<file path="config.mk">
export PLATFORM = sky130hd
export DESIGN_NAME = uart_fifo_tx_flat
export DESIGN_NICKNAME = d
export VERILOG_FILES = /design/src/rtl/uart_fifo_tx_if.sv /design/src/rtl/uart_fifo_tx.sv /design/src/flat_wrapper.sv
export SDC_FILE = /design/constraint.sdc
export NUM_CORES = 1
export LEC_CHECK = 0
export ABC_AREA = 0
export CORE_AREA = 8 8 55 57
export CTS_BUF_LIST = sky130_fd_sc_hd__clkbuf_8
export CTS_CLUSTER_SIZE = 8
export DETAILED_ROUTE_END_ITERATION = 10
export DIE_AREA = 0 0 63 65
export DONT_BUFFER_PORTS = 1
export PLACE_DENSITY = 0.83
export RECOVER_POWER = 100
export SLEW_MARGIN = 20
export SYNTH_ARGS = -nofsm -noshare
export SYNTH_HDL_FRONTEND = slang
export SYNTH_SLANG_ARGS = --single-unit
</file>
<file path="constraint.sdc">
create_clock -name clock -period 2.9 [get_ports clock]
set_input_delay 0.725 -clock clock [delete_from_list [all_inputs] [get_ports clock]]
set_output_delay 0.725 -clock clock [all_outputs]
set_load 0.02 [all_outputs]
</file>
<file path="src/rtl/uart_fifo_tx_if.sv">
// uart_fifo_tx_if: pop-side connection between a synchronous FIFO and its
// consumer. The master modport is the consumer: it drives fifoPop and
// observes fifoEmpty and fifoPopData. The slave modport is the FIFO itself.
interface uart_fifo_tx_if #(
  parameter int bitWidth = 8
) ();
  logic                fifoEmpty;
  logic [bitWidth-1:0] fifoPopData;
  logic                fifoPop;

  modport master (
    output fifoPop,
    input  fifoEmpty,
    input  fifoPopData
  );

  modport slave (
    input  fifoPop,
    output fifoEmpty,
    output fifoPopData
  );
endinterface

</file>
<file path="src/rtl/uart_fifo_tx.sv">
// uart_fifo_tx: drains words from the pop side of a FIFO and sends each one
// as an asynchronous UART frame (start, bitWidth data bits LSB first,
// optional even parity, one stop bit) on txd.
//
// Optional feature: define UART_TX_PARITY_EN to insert an even-parity bit
// between the last data bit and the stop bit.
//
// All outputs come straight from flops, so fifoEmpty and fifoPopData only
// reach the outputs through the state register. The next-state logic
// computes the output values for the coming cycle, which keeps the FSM and
// the outputs cycle-aligned.
module uart_fifo_tx #(
  parameter int bitWidth     = 8,
  parameter int cyclesPerBit = 434
) (
  input  logic           clock,
  input  logic           reset,
  uart_fifo_tx_if.master fifo,
  output logic           txd,
  output logic           busy
);

  // Counter widths: the baud counter only ever holds cyclesPerBit-1 .. 0,
  // the bit index is one bit wider than needed so it can reach bitWidth.
  localparam int CntW = (cyclesPerBit > 1) ? $clog2(cyclesPerBit) : 1;
  localparam int IdxW = $clog2(bitWidth) + 1;

  localparam logic [CntW-1:0] CntReload = CntW'(cyclesPerBit - 1);
  localparam logic [CntW-1:0] CntOne    = CntW'(1);
  localparam logic [IdxW-1:0] IdxOne    = IdxW'(1);
  localparam logic [IdxW-1:0] LastBit   = IdxW'(bitWidth - 1);

`ifdef UART_TX_PARITY_EN
  typedef enum logic [2:0] {
    S_IDLE   = 3'd0,
    S_POP    = 3'd1,
    S_LOAD   = 3'd2,
    S_START  = 3'd3,
    S_DATA   = 3'd4,
    S_STOP   = 3'd5,
    S_PARITY = 3'd6
  } state_t;
`else
  typedef enum logic [2:0] {
    S_IDLE  = 3'd0,
    S_POP   = 3'd1,
    S_LOAD  = 3'd2,
    S_START = 3'd3,
    S_DATA  = 3'd4,
    S_STOP  = 3'd5
  } state_t;
`endif

  state_t              state_q,  state_d;
  logic [bitWidth-1:0] shift_q,  shift_d;
  logic [IdxW-1:0]     idx_q,    idx_d;
  logic [CntW-1:0]     cnt_q,    cnt_d;
  logic                txd_q,    txd_d;
  logic                pop_q,    pop_d;
  logic                busy_q,   busy_d;
`ifdef UART_TX_PARITY_EN
  logic                parity_q, parity_d;
`endif

  // The current serial bit ends on the cycle the baud counter hits zero.
  logic bit_done;
  assign bit_done = (cnt_q == '0);

  // Next-state logic: FSM transitions, baud counter, bit index, shifter.
  always_comb begin
    state_d  = state_q;
    shift_d  = shift_q;
    idx_d    = idx_q;
    cnt_d    = cnt_q;
`ifdef UART_TX_PARITY_EN
    parity_d = parity_q;
`endif

    case (state_q)
      S_IDLE: begin
        if (!fifo.fifoEmpty) begin
          state_d = S_POP;
        end
      end

      // fifoPop is high during this state; the word shows up next cycle.
      S_POP: begin
        state_d = S_LOAD;
      end

      S_LOAD: begin
        shift_d  = fifo.fifoPopData;
        idx_d    = '0;
        cnt_d    = CntReload;
`ifdef UART_TX_PARITY_EN
        parity_d = ^fifo.fifoPopData;
`endif
        state_d  = S_START;
      end

      S_START: begin
        if (bit_done) begin
          cnt_d   = CntReload;
          state_d = S_DATA;
        end else begin
          cnt_d = cnt_q - CntOne;
        end
      end

      S_DATA: begin
        if (bit_done) begin
          cnt_d   = CntReload;
          shift_d = shift_q >> 1;
          idx_d   = idx_q + IdxOne;
          if (idx_q == LastBit) begin
`ifdef UART_TX_PARITY_EN
            state_d = S_PARITY;
`else
            state_d = S_STOP;
`endif
          end
        end else begin
          cnt_d = cnt_q - CntOne;
        end
      end

`ifdef UART_TX_PARITY_EN
      S_PARITY: begin
        if (bit_done) begin
          cnt_d   = CntReload;
          state_d = S_STOP;
        end else begin
          cnt_d = cnt_q - CntOne;
        end
      end
`endif

      // Last stop cycle: chain straight into the next pop if more data waits.
      S_STOP: begin
        if (bit_done) begin
          cnt_d   = CntReload;
          state_d = fifo.fifoEmpty ? S_IDLE : S_POP;
        end else begin
          cnt_d = cnt_q - CntOne;
        end
      end

      default: begin
        state_d = S_IDLE;
      end
    endcase
  end

  // Output values for the coming cycle, decoded from the next state.
  always_comb begin
    txd_d  = 1'b1;
    pop_d  = 1'b0;
    busy_d = (state_d != S_IDLE);
    case (state_d)
      S_POP:    pop_d = 1'b1;
      S_START:  txd_d = 1'b0;
      S_DATA:   txd_d = shift_d[0];
`ifdef UART_TX_PARITY_EN
      S_PARITY: txd_d = parity_d;
`endif
      default:  txd_d = 1'b1;
    endcase
  end

  // State and output registers; reset abandons any frame in progress.
  always_ff @(posedge clock) begin
    if (reset) begin
      state_q  <= S_IDLE;
      shift_q  <= '0;
      idx_q    <= '0;
      cnt_q    <= '0;
      txd_q    <= 1'b1;
      pop_q    <= 1'b0;
      busy_q   <= 1'b0;
`ifdef UART_TX_PARITY_EN
      parity_q <= 1'b0;
`endif
    end else begin
      state_q  <= state_d;
      shift_q  <= shift_d;
      idx_q    <= idx_d;
      cnt_q    <= cnt_d;
      txd_q    <= txd_d;
      pop_q    <= pop_d;
      busy_q   <= busy_d;
`ifdef UART_TX_PARITY_EN
      parity_q <= parity_d;
`endif
    end
  end

  assign txd          = txd_q;
  assign busy         = busy_q;
  assign fifo.fifoPop = pop_q;

endmodule

</file>
<file path="src/flat_wrapper.sv">
// flat-port wrapper written by rule: the top's interface ports become plain ports
module uart_fifo_tx_flat 
#(
  parameter int bitWidth     = 8,
  parameter int cyclesPerBit = 434
)
  (clock, reset, txd, busy, fifo_fifoPop, fifo_fifoEmpty, fifo_fifoPopData);
  uart_fifo_tx_if #(.bitWidth(bitWidth)) fifo_i ();
  input  logic clock;
  input  logic reset;
  output logic txd;
  output logic busy;
  output wire logic [$bits(fifo_i.fifoPop)-1:0] fifo_fifoPop;
  input wire logic [$bits(fifo_i.fifoEmpty)-1:0] fifo_fifoEmpty;
  input wire logic [$bits(fifo_i.fifoPopData)-1:0] fifo_fifoPopData;
  assign fifo_fifoPop = fifo_i.fifoPop;
  assign fifo_i.fifoEmpty = fifo_fifoEmpty;
  assign fifo_i.fifoPopData = fifo_fifoPopData;
  uart_fifo_tx #(.bitWidth(bitWidth), .cyclesPerBit(cyclesPerBit)) u_core (.clock(clock), .reset(reset), .fifo(fifo_i), .txd(txd), .busy(busy));
endmodule
</file>
==> results.txt, run 1 <==
The final worst setup slack came out at 0.777 ns. The leakage component of the power is about 0.50 nW. The final cell count without fillers came out at 175. For this design, the CTS-stage hold fixing added 0 buffers. Derived from the worst setup path, the maximum achievable clock frequency is between 0.4 and 0.5 GHz. Once layout is done, the placed cells without fillers occupy 1370 µm². The share of the Yosys chip area taken by registers is 0.396. The first-pass GRT wire length came out at 4580 µm. The per-cell via count in the routed design is about 6.2. Of the cells placed in the final design, the portion with a size suffix greater than 1 is 0.0612.

In this design, the stage delay of the slowest critical-path cell is 0.55 ns. The critical path goes through nor3b_1 > and3_1 > o2111ai_1 > xor2_1 > nor3_1. The final hold violation count came out at 0. The run finished with clean final reports.

Broken down by cell family, the worst path's largest delay share belongs to simple AND/OR/NAND/NOR gates. The pre-CTS worst setup slack is 0.924 ns. The max-capacitance violation count is 0. The number of global-route vias before repair is about 1100. Global routing finished with a remaining overflow of 0. The most common cell after layout, fill and taps aside is sky130_fd_sc_hd__dfxtp_1.

The setup clock skew after layout came out at 0.00163 ns. The transition time at the pin with the least slew margin came out at 0.673 ns. The clock latency on the worst-skew pair came out at 0.26 ns. The floorplan step defined a core boundary enclosing 2150 µm². The count of boundary I/O pins is 14. After synthesis the netlist holds a flip-flop and latch count of 27.

Counting both buffers and inverters, the worst setup path holds a total of 0. The largest net degree at the start of global routing is 28. The max-slew violation total from the final report came to 0. The via total after detailed routing came out at 1091. The number of buffers on the longest clock path is 2.

The normalized max-slew margin came out at 0.549. In this run the vertical extent of the chip is 65 µm. In this run the worst path has a maximum fanout of 12.

Adding up every negative setup slack in the final design gives 0 ns. The detail route stage leaves a number of antenna-violating nets equal to 0. The global placer's final weighted congestion is 0.818. The synthesized instance count is 152.

The initial cell density of the core is 0.635. Gates resized during post-CTS repair numbered 0. The average instance in the mapped netlist occupies ~9 µm². TritonCTS built the clock tree.

The global router's overall resource usage came out at 0.133. The number of failing setup endpoints in the final timing report is 0. The post-CTS repair timing setup buffer count is 0. The number of cells in the design after placement is about 170.

The standard cell with the maximum stage delay on the critical path is sky130_fd_sc_hd__nor3b_1. The total length of routed wires is 2580 µm. The die extent in x came out at 63 µm. The CTS clock-pin slew for the worst setup and hold paths came out at 0.08 ns. The buffer cell driving the clock tree root is sky130_fd_sc_hd__clkbuf_8.

In the layout the commonest cells are 27 x sky130_fd_sc_hd__dfxtp_1, 15 x sky130_fd_sc_hd__a21oi_1, 13 x sky130_fd_sc_hd__nor2_1. The number of remaining DRC errors came out at 0. STA classifies the critical path startpoint as a flop.

Dividing the final minimum period by the clock period gives 0.732. The worst setup path is captured at a flop. The die covers 4100 µm². The count of routing violations after the opening detailed-route iteration is 46. The worst path in the final design needs a cycle of 2.12 ns, including I/O delays and setup. Setup repair after global routing left no endpoint under its margin. The post-layout net count came out at about 160. The data required time of the critical path came out at between 3 and 4 ns. The number of input and output port buffers inserted is 0. 0 antenna diodes ended up in the layout.

The first TritonRoute pass finished after 4 iterations. The half-perimeter wire length after detailed placement is 1860 µm. The critical path is of the flop to flop type. The number of buffers inserted during clock tree synthesis is 3. The number of antenna violations at the first check in global routing came out at 0. After floorplanning, the core was divided into 17 placement rows.

The synthesized netlist net count came out at 166. The data arrival time of the worst path came out at 2.32 ns. The signed area change from the synthesized netlist to the final layout is 0.550%. VDD sags by at most 0.000583 V.

The number of distinct library cells after synthesis is 46. The clock sink count is 27. The H-tree depth reported by CTS is 1. The area of the mapped netlist is ~1400 µm². Summing all placed instances gives a cell area of 1350 µm². During synthesis, Yosys emitted a total of 0 warnings. Power spread over the standard cell area amounts to just over 1000 nW/µm². The class of the tightest hold or removal check is flop to flop. The routed wirelength normalized by instance count came out at 14.7 µm.
[flip-flops by register name (all words and copies together), names as in the netlist]
signal               cells
u_core.cnt_q             9
u_core.shift_q           8
u_core.idx_q             4
u_core.state_q           3
u_core.busy              1
u_core.fifo.fifoPop      1
u_core.txd               1
[Yosys cell counts, drive strengths merged]
library cell / n / share of area
o2111ai: 1 / 0.0064
xor2: 2 / 0.013
or2: 1 / 0.0046
clkbuf: 4 / 0.011
nor2b: 4 / 0.018
and2: 1 / 0.0064
nand3: 1 / 0.0037
nor4b: 1 / 0.017
xnor2: 1 / 0.0064
and3b: 1 / 0.0064
buf: 6 / 0.028
nand2b: 1 / 0.0046
nand3b: 2 / 0.011
a22oi: 7 / 0.038
dfxtp: 27 / 0.40
o2bb2ai: 1 / 0.0064
nor2: 13 / 0.036
nor3: 6 / 0.022
nand4b: 1 / 0.0064
mux2i: 2 / 0.015
and3: 3 / 0.016
a31oi: 1 / 0.0046
nor4bb: 1 / 0.0073
a311oi: 3 / 0.032
inv: 4 / 0.011
nand4: 1 / 0.0046
a21oi: 16 / 0.061
o21ai: 6 / 0.022
o22ai: 1 / 0.0046
o211ai: 2 / 0.011
a2bb2oi: 1 / 0.011
nor4: 2 / 0.020
nand2: 11 / 0.030
a211o: 2 / 0.013
ha: 3 / 0.028
a221oi: 1 / 0.0064
nor3b: 3 / 0.016
a211oi: 4 / 0.022
o31ai: 3 / 0.016
o21bai: 1 / 0.0055
[routing by layer]
metal	GRT usage	vias up	share of wire
met3	0.0395	4	0.055
li1	-	554	-
met2	0.204	28	0.45
met4	0.0570	0	0.012
met5	0	-	0
met1	0.168	505	0.48
[per-stage QoR]
stage,utilization,total power [mW],hold WS [ns]
2_1_floorplan,-,1.13,0.436
3_3_place_gp,0.630,1.21,0.437
3_5_place_dp,0.630,1.23,0.440
4_1_cts,0.651,1.43,0.452
5_1_grt,0.639,1.51,0.470
6_report,0.639,1.39,0.451
[power by group]
| part | total [mW] | switching [mW] | internal (mW) |
|---|---|---|---|
| sequential | 0.603 | 0.137 | 0.466 |
| clock | 0.200 | 0.106 | 0.0947 |
| combinational | 0.583 | 0.322 | 0.260 |
| total | 1.39 | 0.565 | 0.821 |
[cell families after synthesis]
group,Yosys count,share of synthesized area
xor gates and xnor gates,3,0.0193
DFF,27,0.396
buffers and inverters,14,0.0504
and+or+nand+nor,53,0.231
muxes,2,0.0147
AOI/OAI and AO/OA,50,0.261
adders and majority gates,3,0.0275
[layout make-up]
cell class              count  area (µm²)
clock buffers               3        41.3
clock inverters             1        3.75
fillers                   190         776
inverters                   4        15.0
multi-input cells         111         729
flip-flops and latches     27         541
well taps                  28        35.0
repair buffers              1        7.51
[worst reg2reg max path: stages (launching register included)]
cell and delay [ns]:
sky130_fd_sc_hd__dfxtp_1 0.52, sky130_fd_sc_hd__nor3b_1 0.55, sky130_fd_sc_hd__and3_1 0.51, sky130_fd_sc_hd__o2111ai_1 0.18, sky130_fd_sc_hd__xor2_1 0.17, sky130_fd_sc_hd__nor3_1 0.13
[path summary, 6_finish.rpt]
kind / end / cells past startpoint / start / slack [ns]
max: u_core.idx_q[3]$_SDFFE_PP0P_ / 5 / u_core.state_q[2]$_SDFF_PP0_ / 0.78
min: u_core.shift_q[2]$_SDFFE_PP0P_ / 2 / u_core.shift_q[2]$_SDFFE_PP0P_ / 0.45
max reg2reg: u_core.idx_q[3]$_SDFFE_PP0P_ / 5 / u_core.state_q[2]$_SDFF_PP0_ / 0.78
min reg2reg: u_core.shift_q[2]$_SDFFE_PP0P_ / 2 / u_core.shift_q[2]$_SDFFE_PP0P_ / 0.45
No activity file was read; power rests on OpenSTA's default activity.
==> inputs of run 2 (changes only) <==
CORE_AREA = 8 8 58 60   (was 8 8 55 57)
DIE_AREA = 0 0 66 68   (was 0 0 63 65)
PLACE_DENSITY = 0.78   (was 0.83)
clock period = 1.95 ns   (was 2.9 ns; I/O delays follow)
==> run 2 against run 1 <==
Net effect:
- hold slack got worse by 0.18 ns
- register-to-register slack lost 0.71 ns
- critical endpoint is now u_core.txd$_SDFF_PP1_
- largest power group is now combinational logic
- utilization decreased by 6.1 points
- critical path depth is 2 higher
- via count is 6.2% higher
- highest routed layer unchanged
- non-clock buffer count grew 8
- critical path type unchanged
- combinational power is 96% higher
- clock power up 51%
- flip-flop and latch count unchanged
- clock skew up 0.0015 ns
==> results.txt, run 2 (synthesis results as in run 1) <==
The share of post-route cells with drive strength above 1 came out at 0.155. The die is about 68 µm tall. In this run the tightest slew margin relative to its limit is 0.694. The kind of cell adding the most delay to the critical path is simple AND/OR/NAND/NOR gates. TritonCTS built the clock tree. The leakage component of the power is 0.546 nW. The largest registers in the layout are u_core.cnt_q: 9 flops, u_core.shift_q: 8 flops, u_core.idx_q: 4 flops. In this run the remaining antenna-violating nets after routing total 0. The transition time at the pin with the least slew margin came out at 0.456 ns. Detailed placement ended at an HPWL of 1970 µm. The die is 66 µm wide. On the worst path, the slowest cell contributes a delay of 0.38 ns. The count of buffers added on input and output ports is 0. The slowest stage of the critical path is the sky130_fd_sc_hd__a311oi_4 cell.

The largest net degree at the start of global routing is 28. Clock-pin slew was measured on the worst setup and hold paths at 0.09 ns. The final cell count without fillers came out at around 190.

The tree built by TritonCTS fans out to 27 sinks. The count of boundary I/O pins is 14. The H-tree depth reported by CTS came out at 1. The number of buffers inserted for hold repair after clock tree synthesis is 0. The max-slew violation total from the final report came out at 0.

The antenna diode count is 0. Summing over every cut layer, the via total after detailed routing is roughly 1200. The depth of the most critical reg-to-reg path is 7. Leaving out fill and tap cells, the most frequent cells in the layout are 26 x sky130_fd_sc_hd__dfxtp_1, 15 x sky130_fd_sc_hd__a21oi_1, 13 x sky130_fd_sc_hd__nor2_1. The largest vdd supply drop is about 0.00095 V. The per-cell via count in the routed design came out at 6.23. The final hold violation count is 0. Data arrives at the worst endpoint at 2.09 ns. The global router's overall resource usage came out at 0.135. The maximum fanout count along the critical path came out at 6. The register containing the most flip-flops in the final layout is u_core.cnt_q.

The post-layout net count is 170. The row count came out at 19. Along the worst hold path, the cell count comes to 1. The die footprint came out at 4490 µm². The number of global-route vias before repair is 1148.

Total power for the finished layout comes to 2.35 mW. The total congestion overflow after global routing is 0. The congestion estimate from routability-driven global placement came to about 0.85. The achievable clock frequency is between 0.5 and 0.6 GHz.

The root buffer cell chosen for the clock tree is sky130_fd_sc_hd__clkbuf_8. The number of buffers inserted during clock tree synthesis came out at 3. The count of filler cells inserted in the layout came out at 241.

The signed area change from the synthesized netlist to the final layout came out at 8.71%. The count of routing violations after the opening detailed-route iteration came out at 80. Final hold analysis gives a worst-case slack of between 0.2 and 0.3 ns. The register with the most flip-flops in the layout has 9 of them. The endpoint of the lowest-slack register-to-register path is u_core.txd$_SDFF_PP1_. The number of antenna violations at the first check in global routing is 0. The share of the cycle needed by the critical path after routing came out at 0.967.

No sink is reached through more buffers than the 2 on the longest clock path. The worst setup path is launched from a flop. The data required time of the critical path is 2.15 ns.

The max-capacitance violation count is 0. The worst register-to-register path begins at u_core.cnt_q[0]$_SDFFE_PP0P_. The number of placed instances, taps included, is 178. The routed wirelength normalized by instance count came out at approximately 16 µm. Counting both buffers and inverters, the worst setup path holds a total of 1. The number of remaining DRC errors is 0. The number of failing setup endpoints in the final timing report came out at 0. The clock latency on the worst-skew pair is 0.27 ns.

The share of the core filled with cells is 0.578. Setup repair after global routing could not meet its margin everywhere. STA classifies the critical path endpoint as a flop. The initial cell density of the core came out at 0.532.

For hold timing, the worst endpoint is u_core.cnt_q[0]$_SDFFE_PP0P_. The total power per unit cell area came out at 1580 nW/µm². The first global-routing pass estimated 4940 µm of wire. The total length of routed wires is 2970 µm.

The core region is 2570 µm². In this run the most critical hold path is launched from reset. The flow ran to the end, and the final reports show no timing, DRC or antenna violations. The signal on the critical path passes through inv_1 > ha_1 > nor4b_4 > and2_4 > a21oi_2 > a311oi_4 > mux2i_1. Across the routed clock network, the largest skew measured is 0.00312 ns. The number of detailed-route iterations in the first pass came out at 4.

The critical path is of the flop to flop type. The library cell used most frequently in the layout, excluding fill and tap cells, is sky130_fd_sc_hd__dfxtp_1. The slack of the worst reg-to-reg path is 0.06 ns. The tightest min-delay check is of the primary input to flop type. The time the final worst path needs with I/O delays and setup is roughly 1.9 ns.
run 2: worst max path at each step:
stage                                 startpoint                    end  slack [ns]  cells past startpoint
CTS                 u_core.cnt_q[0]$_SDFFE_PP0P_  u_core.txd$_SDFF_PP1_        0.09                      7
global route        u_core.state_q[1]$_SDFF_PP0_  u_core.txd$_SDFF_PP1_       -0.04                      6
floorplan           u_core.cnt_q[0]$_SDFFE_PP0P_  u_core.txd$_SDFF_PP1_        0.27                      7
global placement    u_core.cnt_q[0]$_SDFFE_PP0P_  u_core.txd$_SDFF_PP1_        0.21                      7
finish              u_core.cnt_q[0]$_SDFFE_PP0P_  u_core.txd$_SDFF_PP1_        0.06                      7
detailed placement  u_core.cnt_q[0]$_SDFFE_PP0P_  u_core.txd$_SDFF_PP1_        0.13                      7
run 2: through the flow:
| stage | setup TNS (ns) | area (µm²) | setup slack [ns] |
|---|---|---|---|
| 2_1_floorplan | 0 | 1370 | 0.265 |
| 3_3_place_gp | 0 | 1390 | 0.207 |
| 3_5_place_dp | 0 | 1390 | 0.126 |
| 4_1_cts | 0 | 1430 | 0.0934 |
| 5_1_grt | -0.0593 | 1480 | -0.0436 |
| 6_report | 0 | 1480 | 0.0641 |
run 2: worst register-to-register path: stages (launching register included):
cell and delay [ns]:
sky130_fd_sc_hd__dfxtp_4 0.37, sky130_fd_sc_hd__inv_1 0.08, sky130_fd_sc_hd__ha_1 0.15, sky130_fd_sc_hd__nor4b_4 0.34, sky130_fd_sc_hd__and2_4 0.23, sky130_fd_sc_hd__a21oi_2 0.07
sky130_fd_sc_hd__a311oi_4 0.38, sky130_fd_sc_hd__mux2i_1 0.22
run 2: metal layers:
| layer | share of wire | vias to the layer above | GRT usage |
|---|---|---|---|
| li1 | - | 567 | - |
| met3 | 0.059 | 4 | 0.0376 |
| met5 | 0 | - | 0 |
| met1 | 0.43 | 565 | 0.159 |
| met4 | 0.013 | 0 | 0.0560 |
| met2 | 0.49 | 23 | 0.228 |
run 2: cell type report:
type / count / area [µm²] / area share
Tap cell: 31 / 38.8 / 0.0261
Timing Repair Buffer: 9 / 67.6 / 0.0455
Clock inverter: 1 / 3.75 / 0.00253
Inverter: 4 / 15.0 / 0.0101
Sequential cell: 27 / 544 / 0.367
Clock buffer: 3 / 41.3 / 0.0278
Multi-Input combinational cell: 111 / 773 / 0.521
run 2: what timing repair did:
action                                  in CTS  in global routing
resized for setup                            0                  5
endpoints found under the setup margin       0                  8
buffers inserted                             0                  4
run 2: power breakdown:
| part | internal, mW | switching (mW) | leakage [nW] |
|---|---|---|---|
| combinational | 0.549 | 0.592 | 0.298 |
| sequential | 0.697 | 0.211 | 0.221 |
| clock | 0.141 | 0.161 | 0.0269 |
| total | 1.39 | 0.964 | 0.546 |
